**config.mk**
```make
export PLATFORM = sky130hd
export DESIGN_NAME = mips_muldiv_flat
export DESIGN_NICKNAME = d
export VERILOG_FILES = /design/src/rtl/mips_pkg.sv /design/src/rtl/mips_muldiv_if.sv /design/src/rtl/mips_muldiv.sv /design/src/flat_wrapper.sv
export SDC_FILE = /design/constraint.sdc
export NUM_CORES = 1
export LEC_CHECK = 0
export CAP_MARGIN = 10
export CORE_UTILIZATION = 45
export CTS_BUF_LIST = sky130_fd_sc_hd__clkbuf_16
export DETAILED_ROUTE_END_ITERATION = 10
export GPL_TIMING_DRIVEN = 0
export PLACE_DENSITY = 0.67
export RECOVER_POWER = 25
export SYNTH_ARGS = -nofsm -noshare
export SYNTH_HDL_FRONTEND = slang
export SYNTH_SLANG_ARGS = --single-unit
```
**constraint.sdc**
```tcl
create_clock -name clk -period 5.9 [get_ports clk]
set_input_delay 0.59 -clock clk [delete_from_list [all_inputs] [get_ports clk]]
set_output_delay 0.59 -clock clk [all_outputs]
set_load 0.02 [all_outputs]
```
**src/rtl/mips_pkg.sv**
```systemverilog
// ----------------------------------------------------------------------------
// mips_pkg
// Shared types and constants for the MIPS multiply/divide unit.
//   muldiv_op_t     : operation selector, MD_MULT (0) or MD_DIV (1)
//   muldiv_state_t  : FSM state encoding of the multiply/divide unit
//   MULDIV_ITERS    : number of CALC iterations (one result bit per cycle)
// ----------------------------------------------------------------------------
package mips_pkg;

    typedef enum logic {
        MD_MULT = 1'b0,
        MD_DIV  = 1'b1
    } muldiv_op_t;

    localparam int MULDIV_ITERS = 32;

    typedef enum logic [1:0] {
        MD_IDLE = 2'd0,
        MD_CALC = 2'd1,
        MD_FIX  = 2'd2,
        MD_DONE = 2'd3
    } muldiv_state_t;

endpackage : mips_pkg

```
**src/rtl/mips_muldiv_if.sv**
```systemverilog
// ----------------------------------------------------------------------------
// mips_muldiv_if
// Request/response bundle between the controller and the multiply/divide unit.
//   master (controller) drives : start, op, a, b
//   slave  (mips_muldiv) drives: busy, done, hi_result, lo_result, div_by_zero
// ----------------------------------------------------------------------------
interface mips_muldiv_if
    import mips_pkg::*;
#(
    parameter int DATA_WIDTH = 32
);

    logic                  start;
    muldiv_op_t            op;
    logic [DATA_WIDTH-1:0] a;
    logic [DATA_WIDTH-1:0] b;
    logic                  busy;
    logic                  done;
    logic [DATA_WIDTH-1:0] hi_result;
    logic [DATA_WIDTH-1:0] lo_result;
    logic                  div_by_zero;

    modport master (
        output start, op, a, b,
        input  busy, done, hi_result, lo_result, div_by_zero
    );

    modport slave (
        input  start, op, a, b,
        output busy, done, hi_result, lo_result, div_by_zero
    );

endinterface : mips_muldiv_if

```
**src/rtl/mips_muldiv.sv**
```systemverilog
// ----------------------------------------------------------------------------
// mips_muldiv
// Iterative signed multiply/divide unit (MULT / DIV). One operation per start
// pulse; fixed latency of 34 cycles from the start edge to the done pulse.
//   clk  : clock, rising edge
//   rst  : asynchronous active-high reset
//   bus  : mips_muldiv_if.slave
//          start/op/a/b           -> request, sampled only in IDLE
//          busy                   -> high in every state except IDLE
//          done                   -> one-cycle completion pulse
//          hi_result/lo_result    -> MULT: product[63:32]/[31:0]
//                                    DIV : remainder/quotient
//          div_by_zero            -> DIV issued with b == 0
// ----------------------------------------------------------------------------
module mips_muldiv
    import mips_pkg::*;
#(
    parameter int DATA_WIDTH = 32
) (
    input  logic          clk,
    input  logic          rst,
    mips_muldiv_if.slave  bus
);

    localparam int W     = DATA_WIDTH;
    localparam int CNT_W = $clog2(MULDIV_ITERS);
    localparam logic [CNT_W-1:0] LAST_CNT = CNT_W'(MULDIV_ITERS - 1);

    // Conditional two's-complement negate; with neg = sign bit it is |v|.
    // The magnitude of the most negative value is the same bit pattern,
    // which is correct when read as unsigned.
    function automatic logic [W-1:0] f_cneg(input logic [W-1:0] v,
                                            input logic         neg);
        return neg ? (~v + {{(W-1){1'b0}}, 1'b1}) : v;
    endfunction

    function automatic logic [2*W-1:0] f_cneg_wide(input logic [2*W-1:0] v,
                                                   input logic           neg);
        return neg ? (~v + {{(2*W-1){1'b0}}, 1'b1}) : v;
    endfunction

    // ---------------------------------------------------------------- state
    muldiv_state_t     r_state;
    muldiv_state_t     w_state_next;
    logic [CNT_W-1:0]  r_cnt;

    // Operation context latched on the start edge
    muldiv_op_t        r_op;
    logic [W-1:0]      r_mag_b;     // |b|: multiplicand-side / divisor
    logic [W-1:0]      r_a_orig;    // a as given, returned on divide by zero
    logic              r_a_neg;     // remainder sign
    logic              r_res_neg;   // product / quotient sign

    // Working registers: {r_part, r_lo} is the 64-bit product during MULT;
    // during DIV r_part is the partial remainder and r_lo shifts the dividend
    // out at the top while quotient bits enter at the bottom.
    logic [W-1:0]      r_part;
    logic [W-1:0]      r_lo;

    // Result registers, held until the next FIX
    logic [W-1:0]      r_hi_result;
    logic [W-1:0]      r_lo_result;
    logic              r_div_by_zero;

    // ---------------------------------------------------------------- step
    logic [W:0]        w_mul_sum;
    logic [W:0]        w_div_shift;
    logic [W-1:0]      w_div_diff;
    logic              w_div_ge;
    logic [2*W-1:0]    w_prod_signed;
    logic [W-1:0]      w_quo_signed;
    logic [W-1:0]      w_rem_signed;
    logic              w_b_zero;
    logic              w_busy;
    logic              w_done;

    always_comb begin
        // Shift-add: add the multiplicand when the current multiplier bit is
        // set; the carry becomes the top bit after the right shift.
        w_mul_sum = {1'b0, r_part} + (r_lo[0] ? {1'b0, r_mag_b} : {(W+1){1'b0}});

        // Restoring divide: the shifted remainder needs W+1 bits because it
        // can reach 2*|b|-1 before the trial subtraction.
        w_div_shift = {r_part, r_lo[W-1]};
        w_div_ge    = (w_div_shift >= {1'b0, r_mag_b});
        // When the subtraction succeeds the difference is below |b|, so the
        // low W bits are exact.
        w_div_diff  = w_div_shift[W-1:0] - r_mag_b;

        w_prod_signed = f_cneg_wide({r_part, r_lo}, r_res_neg);
        w_quo_signed  = f_cneg(r_lo, r_res_neg);
        w_rem_signed  = f_cneg(r_part, r_a_neg);
        w_b_zero      = (r_mag_b == {W{1'b0}});
    end

    // ---------------------------------------------------------------- FSM
    always_ff @(posedge clk or posedge rst) begin
        if (rst) begin
            r_state <= MD_IDLE;
        end else begin
            r_state <= w_state_next;
        end
    end

    always_comb begin
        w_state_next = r_state;
        w_busy       = 1'b1;
        w_done       = 1'b0;
        case (r_state)
            MD_IDLE: begin
                w_busy = 1'b0;
                if (bus.start) begin
                    w_state_next = MD_CALC;
                end
            end
            MD_CALC: begin
                if (r_cnt == LAST_CNT) begin
                    w_state_next = MD_FIX;
                end
            end
            MD_FIX: begin
                w_state_next = MD_DONE;
            end
            MD_DONE: begin
                w_done       = 1'b1;
                w_state_next = MD_IDLE;
            end
            default: begin
                w_state_next = MD_IDLE;
            end
        endcase
    end

    // ---------------------------------------------------------------- datapath
    always_ff @(posedge clk or posedge rst) begin
        if (rst) begin
            r_cnt         <= '0;
            r_op          <= MD_MULT;
            r_mag_b       <= '0;
            r_a_orig      <= '0;
            r_a_neg       <= 1'b0;
            r_res_neg     <= 1'b0;
            r_part        <= '0;
            r_lo          <= '0;
            r_hi_result   <= '0;
            r_lo_result   <= '0;
            r_div_by_zero <= 1'b0;
        end else begin
            case (r_state)
                MD_IDLE: begin
                    if (bus.start) begin
                        r_op      <= bus.op;
                        r_lo      <= f_cneg(bus.a, bus.a[W-1]);
                        r_mag_b   <= f_cneg(bus.b, bus.b[W-1]);
                        r_a_orig  <= bus.a;
                        r_a_neg   <= bus.a[W-1];
                        r_res_neg <= bus.a[W-1] ^ bus.b[W-1];
                        r_part    <= '0;
                        r_cnt     <= '0;
                    end
                end
                MD_CALC: begin
                    r_cnt <= r_cnt + {{(CNT_W-1){1'b0}}, 1'b1};
                    if (r_op == MD_MULT) begin
                        r_part <= w_mul_sum[W:1];
                        r_lo   <= {w_mul_sum[0], r_lo[W-1:1]};
                    end else begin
                        r_part <= w_div_ge ? w_div_diff : w_div_shift[W-1:0];
                        r_lo   <= {r_lo[W-2:0], w_div_ge};
                    end
                end
                MD_FIX: begin
                    if (r_op == MD_MULT) begin
                        r_hi_result   <= w_prod_signed[2*W-1:W];
                        r_lo_result   <= w_prod_signed[W-1:0];
                        r_div_by_zero <= 1'b0;
                    end else if (w_b_zero) begin
                        // Iteration result is discarded; fixed sentinel values.
                        r_hi_result   <= r_a_orig;
                        r_lo_result   <= {W{1'b1}};
                        r_div_by_zero <= 1'b1;
                    end else begin
                        r_hi_result   <= w_rem_signed;
                        r_lo_result   <= w_quo_signed;
                        r_div_by_zero <= 1'b0;
                    end
                end
                default: begin
                end
            endcase
        end
    end

    // ---------------------------------------------------------------- outputs
    assign bus.busy        = w_busy;
    assign bus.done        = w_done;
    assign bus.hi_result   = r_hi_result;
    assign bus.lo_result   = r_lo_result;
    assign bus.div_by_zero = r_div_by_zero;

endmodule : mips_muldiv

```
**src/flat_wrapper.sv**
```systemverilog
// flat-port wrapper written by rule: the top's interface ports become plain ports
module mips_muldiv_flat import mips_pkg::*;
#(
    parameter int DATA_WIDTH = 32
)
  (clk, rst, bus_start, bus_op, bus_a, bus_b, bus_busy, bus_done, bus_hi_result, bus_lo_result, bus_div_by_zero);
  mips_muldiv_if #(.DATA_WIDTH(DATA_WIDTH)) bus_i ();
  input  logic clk;
  input  logic rst;
  input wire logic [$bits(bus_i.start)-1:0] bus_start;
  input wire logic [$bits(bus_i.op)-1:0] bus_op;
  input wire logic [$bits(bus_i.a)-1:0] bus_a;
  input wire logic [$bits(bus_i.b)-1:0] bus_b;
  output wire logic [$bits(bus_i.busy)-1:0] bus_busy;
  output wire logic [$bits(bus_i.done)-1:0] bus_done;
  output wire logic [$bits(bus_i.hi_result)-1:0] bus_hi_result;
  output wire logic [$bits(bus_i.lo_result)-1:0] bus_lo_result;
  output wire logic [$bits(bus_i.div_by_zero)-1:0] bus_div_by_zero;
  assign bus_i.start = bus_start;
  assign bus_i.op = bus_op;
  assign bus_i.a = bus_a;
  assign bus_i.b = bus_b;
  assign bus_busy = bus_i.busy;
  assign bus_done = bus_i.done;
  assign bus_hi_result = bus_i.hi_result;
  assign bus_lo_result = bus_i.lo_result;
  assign bus_div_by_zero = bus_i.div_by_zero;
  mips_muldiv #(.DATA_WIDTH(DATA_WIDTH)) u_core (.clk(clk), .rst(rst), .bus(bus_i));
endmodule
```
== Word-level counts from Yosys, hierarchy flattened ==
Index checks and enable logic that the tools add are counted.

* Flip-flop bits (word level): 203
* Output and inout port bits: 67

* Add/sub/neg operators: 8
* $lt $le $gt $ge: 1
* Equal/unequal tests: 6
* Multiplexer cells: 26
* Bitwise logic cells: 6
* Reduce and logical (&&, ||, !) cells: 6

{| class="wikitable"
|+ Operator list
! operator !! count
|-
| $mux 32 || 14
|-
| $add 32x1->32 const B || 4
|-
| $not 32->32 || 4
|-
| $pmux 32 s2 || 2
|-
| $add 64x1->64 const B || 1
|-
| $mux 64 || 1
|-
| $not 64->64 || 1
|-
| $add 32x33->33 || 1
|-
| $ge 33x32->1 || 1
|-
| $logic_not 32->1 || 1
|-
| $sub 32x32->32 || 1
|-
| $pmux 5 s2 || 1
|-
| $pmux 2 s4 || 1
|-
| $reduce_and 2->1 || 3
|-
| $add 5x1->5 const B || 1
|-
| $eq 5x5->1 const B || 1
|-
| $mux 5 || 1
|-
| $eq 2x2->1 const B || 2
|-
| $mux 1 || 4
|-
| $mux 2 || 2
|-
| $eq 2x1->1 const B || 1
|-
| $logic_not 2->1 || 1
|-
| $ne 2x1->1 const B || 1
|-
| $ne 2x2->1 const B || 1
|-
| 2 further kinds || 2
|}

== Longest topological paths before layout ==
Gate-level depths: netlist of run 1.

* Depth after elaboration: 5
* Depth in mapped cells: 15
* Mapped depth without buffers: 13

== Least setup slack after synthesis of run 1 ==
Ideal clock, no wire load.

* Path type: reg-to-reg
* Start: reg u_core.r_part[2]
* End: reg u_core.r_part[0]
* Library setup time: 0.091 ns
* Arrival: 3.144 ns
* Data required time: 5.809 ns
* Path slack: 2.665 ns
* Cell stages (with the launch flop): 12
* Buffers on the path: 1
* Period minus slack after synthesis: 3.235 ns
* Cells stage by stage: dfrtp_1 -> ha_1 -> a21o_1 -> a21oi_1 -> nand2_1 -> a221oi_1 -> a2111oi_0 -> or2_2 -> buf_2 -> a21oi_1 -> mux2_2 -> o221ai_1

* Word-level cells in the longest chain between the ends: 4

{| class="wikitable"
|+ Ends and longest elaborated chain
! what !! RTL line !! RTL
|-
| start, declared || mips_muldiv.sv:57 || <nowiki>logic [W-1:0] r_part;</nowiki>
|-
| start signal, assigned || mips_muldiv.sv:165 || <nowiki>r_part <= w_mul_sum[W:1];</nowiki>
|-
| start signal, assigned || mips_muldiv.sv:168 || <nowiki>r_part <= w_div_ge ? w_div_diff : w_div_shift[W-1:0];</nowiki>
|-
| $ge 33x32->1 || mips_muldiv.sv:85 || <nowiki>w_div_ge = (w_div_shift >= {1'b0, r_mag_b});</nowiki>
|-
| $mux 32 || mips_muldiv.sv:168 ||
|-
| $mux 32 || mips_muldiv.sv:164 || <nowiki>if (r_op == MD_MULT) begin</nowiki>
|-
| $pmux 32 s2 || mips_muldiv.sv:149 || <nowiki>case (r_state)</nowiki>
|}

Every way passes these cells.
A chain may end at the register's enable or synchronous reset.

== Final worst setup path of run 1 ==
* Start: reg u_core.r_lo[0]
* End: reg u_core.r_part[31]

* Word-level cells in the longest chain between the ends: 4

{| class="wikitable"
|+ Ends and longest elaborated chain
! what !! RTL line !! RTL
|-
| start, declared || mips_muldiv.sv:58 || <nowiki>logic [W-1:0] r_lo;</nowiki>
|-
| start signal, assigned || mips_muldiv.sv:153 || <nowiki>r_lo <= f_cneg(bus.a, bus.a[W-1]);</nowiki>
|-
| start signal, assigned || mips_muldiv.sv:166 || <nowiki>r_lo <= {w_mul_sum[0], r_lo[W-1:1]};</nowiki>
|-
| start signal, assigned || mips_muldiv.sv:169 || <nowiki>r_lo <= {r_lo[W-2:0], w_div_ge};</nowiki>
|-
| $mux 32 || mips_muldiv.sv:80 || <nowiki>w_mul_sum = {1'b0, r_part} + (r_lo[0] ? {1'b0, r_mag_b} : {(W+1){1'b0}});</nowiki>
|-
| $add 32x33->33 || mips_muldiv.sv:80 ||
|-
| $mux 32 || mips_muldiv.sv:164 ||
|-
| $pmux 32 s2 || mips_muldiv.sv:149 ||
|}

Every way passes these cells.

==> impl_results.md, run 1 <==
- Hold-fix buffers, CTS: 0
- Syn Nets: 2068
- I/O pin count: 135
- Final WS setup: 1.13 ns
- EDFF count, synth: 0
- Area occupied by multi-input gates: 0.0102 sq mm
- Worst Path Required: 6.33 ns
- Via count: 15700
- RD Place Congestion: 0.964
- Routed wire length: 58.1 mm
- PostCTS Resize Cnt: 0
- First-pass GRT wire length: 88.6 mm
- CTS tree: done
- Hpwl dp: 45.5 mm
- CP peak stage delay: 0.59 ns
- Layout area overhead: 17.3%
- Post-CTS setup buffers: 0
- Total Power: 0.0115 W
- All-Layer GR Usage: 31.8%
- Clock skew: 0.0132 ns
- Nets@finish: 2234
- Placed Area: 0.0180 sq mm
- Status: complete, but fails checks
- Pin count of the biggest net entering global routing: 43
- Bufs and invs on worst path: 2
- Synthesized area: 0.0160 sq mm
- Setup crit start kind: register
- Final core utilization: 54.0%
- Num CTS Buffers: 25
- Final Cell Area: 0.0188 sq mm
- Die Y: 191 um
- Die X: 191 um
- Top post-synthesis cells by area: dfrtp_1 32%, o21ai_0 7.2%, ha_1 5.8%
- Routed wirelength normalized by instance count: 22.7 um
- Count of different cell masters after synthesis: 79
- Final period util: 80.9%
- Critical-path cell list: inv_1 > clkbuf_1 > nor2_1 > ha_1 > a21oi_1 > a21boi_0 > o41a_1 > o21ai_0 > o21ai_0 > a211o_1 > a211o_1 > a32o_1
- Max_cap viols: 4
- N_diodes: 0
- Share of cells above drive strength 1: 5.60%
- Highest-delay cell along the critical path: clkbuf_1
- Max Freq: 209 MHz
- Clk pin slew, worst setup/hold paths: 0.06 ns
- Failing checks: capacitance limit, slew limit
- Via/cell ratio: 6.11
- CP delay by family, top: compound AO/OA/AOI/OAI gates
- Seq. cell area: 0.00505 sq mm
- Top-count cell post-synth: o21ai_0
- Worst VDD drop: 273 uV
- First DRT Iteration DRCs: 1242
- Arrival @ worst endpoint: 5.20 ns
- Root Driver: clkbuf_16
- DP Worst Slack: 1.19 ns
- Critical path class: register to register
- Die area: 0.0364 sq mm
- Synth Register Bits: 202
- Setup TNS: 0 ns
- Synth Area per Inst: 8.33 sq um
- Worst slew pin tran: 2.26 ns
- RSZ-0062 raised after global routing: no
- # clock sinks: 202
- Slew Limit Headroom: -50.9%
- Min cycle time layout: 4.77 ns
- CP Capture Type: register
- Synth area leader: dfrtp_1
- Warnings from Yosys: 0
- Worst-path maximum fanout: 10
- Ys async rst share: 100%
- Hold Violations, Final: 0
- Synth Flop Type: dfrtp_1
- Sequential fraction of the synthesis area: 31.6%
- CTS max path bufs: 3
- Commonest cells in the netlist: 231 x o21ai_0, 209 x nand2_1, 202 x dfrtp_1
- Total global routing overflow: 0
- Fin. max-slew vios: 157
- DRC Markers: 0
- Filler cell count: 3361
- Hold WC Path Type: register to register
- Clk_lat worst skew: 0.55 ns
- Mapped Cells: 1924
- Finish-stage setup viols: 0
- H-tree levels: 1
- Vias in the first global route: 15100
- Area fraction of the dominant cell type after synthesis: 31.6%
- Port Buffer Count: 133
- Core Area: 0.0348 sq mm
- Power per Cell Area: 614 mW/mm^2
- Initial antenna violation count: 0
- Initial Util: 46.0%
- Pre-antenna DRT Iters: 5
- Num rows: 68
- Detail Route Antenna Nets: 0
- P_leak: 7.85 nW
-- registers in the layout, summed over array words and instances, names as in the netlist --
register / count
u_core.r_part: 32
u_core.bus.lo_result: 32
u_core.bus.hi_result: 32
u_core.r_a_neg: 1
u_core.r_mag_b: 32
u_core.r_res_neg: 1
u_core.bus.div_by_zero: 1
u_core.r_a_orig: 31
u_core.r_state: 2
u_core.r_lo: 32
u_core.r_cnt: 5
u_core.r_op: 1
-- placed cells by master, fill, tap and decap left out, types with 12 or more instances in the layout --
master / count
a21o_1: 23
nor2_1: 120
a211oi_1: 26
mux2i_1: 58
mux2_2: 41
clkbuf_1: 106
and3_1: 12
or2_2: 12
nand2_1: 209
o21ai_0: 231
o31ai_1: 33
nor4_1: 23
xor2_1: 87
a22oi_1: 16
dfrtp_1: 202
o41ai_1: 16
ha_1: 74
clkdlybuf4s50_1: 132
o211ai_1: 17
inv_1: 76
clkbuf_16: 25
a31oi_1: 24
o22a_1: 27
nand3_1: 31
o21a_1: 15
or4_1: 24
xnor2_1: 93
a21oi_1: 96
or3_1: 24
nand2b_1: 27
nor3_1: 22
-- worst reg2reg max path, cell delays in order, from the launching register on --
cell      delay [ns]
dfrtp_1         0.52
inv_1           0.38
clkbuf_1        0.59
nor2_1          0.14
ha_1            0.38
a21oi_1         0.29
a21boi_0        0.19
o41a_1          0.47
o21ai_0         0.48
o21ai_0         0.31
a211o_1         0.35
a211o_1         0.30
a32o_1          0.25
-- layout make-up --
cell class	instances	share of cell area, %
clock buffer	25	3.33
buffer	124	2.60
clock inverter	20	1.10
tap	455	3.03
multi-input combinational	1525	54.3
inverter	73	1.46
sequential	202	26.9
timing repair buffer	139	7.30
-- stage by stage --
step,hold slack [ns],std cells
floorplan,0.450,1924
global placement,0.467,2512
detailed placement,0.481,2518
CTS,0.405,2563
global route,0.510,2563
finish,0.496,2563
-- cells by family after synthesis --
logic type,Yosys count,synth area share [%]
simple gates,560,17.0
mux,99,6.51
xor+xnor,180,9.84
flops,202,31.6
compound gates,610,24.3
fa+ha+maj,76,6.03
buf+inv,197,4.76
-- path summary, 6_finish.rpt --
kind,cells after the start,slack (ns),start,to
hold reg to reg,2,0.50,u_core.r_a_orig[1]$_DFFE_PP0P_,u_core.r_a_orig[1]$_DFFE_PP0P_
max in group asynchronous,4,1.28,rst,u_core.r_lo[28]$_DFFE_PP0P_
min in group asynchronous,2,0.58,rst,u_core.bus.hi_result[2]$_DFFE_PP0P_
setup / recovery,12,1.13,u_core.r_lo[0]$_DFFE_PP0P_,u_core.r_part[31]$_DFFE_PP0P_
hold / removal,2,0.50,u_core.r_a_orig[1]$_DFFE_PP0P_,u_core.r_a_orig[1]$_DFFE_PP0P_
setup reg to reg,12,1.13,u_core.r_lo[0]$_DFFE_PP0P_,u_core.r_part[31]$_DFFE_PP0P_
-- per-layer routing --
metal,GRT usage (%),up-vias,wire length [um],part of all wire (%)
met2,52.6,663,26800,46
met5,0,-,0,0
met1,40.7,7526,24200,42
met4,16.4,0,3260,5.6
li1,-,7322,-,-
met3,3.81,154,3800,6.5
-- power breakdown --
group / internal [W] / switching (W)
sequential: 0.00203 / 0.000616
clock: 0.000946 / 0.000654
combinational: 0.00287 / 0.00443
(Power assumes the default switching activity.)
==> inputs of run 2 (changes only) <==
- clock period: 5.9 -> 4.1 ns (I/O delays scaled with it)
==> run 2 against run 1 <==
The flow still finishes with violations (capacitance limit, slew limit). Sequential share of layout area down 0.12 points. Clock skew about the same. Global-route usage about the same. Setup slack lost 1.0 ns. Die area stayed put. Combinational power up 45%. Total power grew 45%. Utilization is 0.23 points higher. Worst hold slack lost 0.092 ns. Routed wire length is 0.11% higher. Final area rose by 0.43%. Largest power group unchanged.
==> impl_results.md, run 2 (synthesized netlist as in run 1, its figures left out) <==
- Min cycle time layout: 3.99 ns (was 4.77 ns)
- Pre-antenna DRT Iters: 7 (was 5)
- Via count: 15700 (about the same)
- Worst Path Required: 4.53 ns (was 6.33 ns)
- P_leak: 7.88 nW (was 7.85 nW)
- N_diodes: 0 (unchanged)
- RSZ-0062 raised after global routing: no (unchanged)
- Hold WC Path Type: input port to async pin (was register to register)
- DRC Markers: 0 (unchanged)
- Port Buffer Count: 133 (unchanged)
- Filler cell count: 3353 (was 3361)
- Clk_lat worst skew: 0.55 ns (about the same)
- Fin. max-slew vios: 79 (was 157)
- Routed wire length: 58.1 mm (about the same)
- First-pass GRT wire length: 88.7 mm (was 88.6 mm)
- Max Freq: 251 MHz (was 209 MHz)
- Root Driver: clkbuf_16 (unchanged)
- First DRT Iteration DRCs: 1262 (was 1242)
- Hold Slack: 0.404 ns (was 0.496 ns)
- Worst VDD drop: 394 uV (was 273 uV)
- Final period util: 97.3% (was 80.9%)
- Worst slew pin tran: 2.28 ns (was 2.26 ns)
- Pin count of the biggest net entering global routing: 43 (unchanged)
- Total global routing overflow: 0 (unchanged)
- Die X: 191 um (unchanged)
- Via/cell ratio: 6.14 (was 6.11)
- Layout area overhead: 17.8% (was 17.3%)
- Worst-path maximum fanout: 10 (unchanged)
- Die Y: 191 um (unchanged)
- Num CTS Buffers: 25 (unchanged)
- Hpwl dp: 45.5 mm (unchanged)
- Slew Limit Headroom: -52.0% (was -50.9%)
- Critical path class: register to register (unchanged)
- CTS max path bufs: 3 (unchanged)
- All-Layer GR Usage: 31.8% (about the same)
- Finish-stage setup viols: 0 (unchanged)
- CP Launch Point: u_core.r_lo[0]$_DFFE_PP0P_ (unchanged)
- Power per Cell Area: 884 mW/mm^2 (was 614 mW/mm^2)
- R2R Path Start: u_core.r_lo[0]$_DFFE_PP0P_ (unchanged)
- Leading cell type in the layout, fill and taps excluded: o21ai_0 (unchanged)
- Detail Route Antenna Nets: 0 (unchanged)
- RD Place Congestion: 0.964 (unchanged)
- Initial Util: 46.0% (unchanged)
- Core Area: 0.0348 sq mm (unchanged)
- Arrival @ worst endpoint: 4.42 ns (was 5.20 ns)
- Num rows: 68 (unchanged)
- Routed wirelength normalized by instance count: 22.7 um (about the same)
- I/O pin count: 135 (unchanged)
- Max_cap viols: 2 (was 4)
- H-tree levels: 1 (unchanged)
- Nets@finish: 2229 (was 2234)
- Status: complete, but fails checks (unchanged)
- Most frequent cells in the layout: 228 x o21ai_0, 209 x nand2_1, 202 x dfrtp_1, 132 x clkdlybuf4s50_1, 120 x nor2_1 (was 231 x o21ai_0, 209 x nand2_1, 202 x dfrtp_1, 132 x clkdlybuf4s50_1, 120 x nor2_1)
- Share of cells above drive strength 1: 6.47% (was 5.60%)
- CTS tree: done (unchanged)
- Initial antenna violation count: 0 (unchanged)
- Failing checks: capacitance limit, slew limit (unchanged)
- Setup crit start kind: register (unchanged)
- Clock skew: 0.0136 ns (was 0.0132 ns)
- Clk pin slew, worst setup/hold paths: 0.06 ns (about the same)
- Die area: 0.0364 sq mm (unchanged)
- # clock sinks: 202 (unchanged)
- Hold-fix buffers, CTS: 0 (unchanged)
- Hold Violations, Final: 0 (unchanged)
- Vias in the first global route: 15100 (about the same)
- Placed Area: 0.0180 sq mm (unchanged)
- Final Cell Area: 0.0189 sq mm (was 0.0188 sq mm)
- CP Capture Type: register (unchanged)
[run 2: area by class of cell]
| cell class | instances | area (sq um) | area share, % |
|---|---|---|---|
| timing repair buffer | 139 | 1390 | 7.36 |
| inverter | 73 | 275 | 1.46 |
| clock inverter | 20 | 206 | 1.09 |
| multi-input combinational | 1525 | 10300 | 54.5 |
| clock buffer | 25 | 626 | 3.31 |
| buffer | 119 | 475 | 2.52 |
| sequential | 202 | 5050 | 26.8 |
| tap | 455 | 569 | 3.02 |
[run 2: what timing repair did]
action,in CTS,in global routing
setup buffers,0,0
gates resized for setup,9,14
pin swaps,0,1
setup endpoints to repair,17,20
[run 2: through the flow]
| step | TNS, ns | power [W] | cells | setup WS [ns] | util [%] |
|---|---|---|---|---|---|
| final | 0 | 0.0167 | 2558 | 0.111 | 54.2 |
| after global routing | 0 | 0.0178 | 2558 | 0.0115 | 54.2 |
| after global placement | -126.92 | 0.0140 | 2512 | -0.630 | 51.5 |
| after detailed placement | -3.42 | 0.0141 | 2518 | -0.612 | 51.8 |
| after floorplan | 0 | 0.0108 | 1924 | 0.865 | - |
| after CTS | 0 | 0.0165 | 2563 | 0.0172 | 54.3 |
[run 2: worst paths after layout]
check,slack [ns],end,cells after the start
max,0.11,u_core.bus.hi_result[16]$_DFFE_PP0P_,11
min,0.40,u_core.bus.hi_result[7]$_DFFE_PP0P_,2
max reg2reg,0.11,u_core.bus.hi_result[16]$_DFFE_PP0P_,11
min reg2reg,0.49,u_core.r_a_orig[1]$_DFFE_PP0P_,2
max in group asynchronous,0.59,u_core.r_part[25]$_DFFE_PP0P_,4
min in group clk,0.49,u_core.r_a_orig[1]$_DFFE_PP0P_,2
[run 2: power breakdown]
| part | switching [W] | leakage, nW | internal [W] |
|---|---|---|---|
| registers | 0.000888 | 2.47 | 0.00292 |
| logic | 0.00641 | 4.99 | 0.00416 |
| clock network | 0.000942 | 0.417 | 0.00136 |
[run 2: routing by layer]
metal | global-route usage [%] | share of wire, % | vias to the layer above
met1 | 40.7 | 42 | 7579
met3 | 3.79 | 6.6 | 146
li1 | - | - | 7330
met2 | 52.7 | 47 | 653
met4 | 16.3 | 5.3 | 0
met5 | 0 | 0 | -
[run 2: critical path, cell delays in order (launching register included)]
cell	delay, ns
dfrtp_1	0.53
inv_2	0.25
clkbuf_2	0.38
ha_1	0.31
nand4bb_1	0.31
nand2b_1	0.37
or3_4	0.43
or4_4	0.53
o21ai_1	0.18
xor2_1	0.15
mux2i_1	0.11
mux2_2	0.31
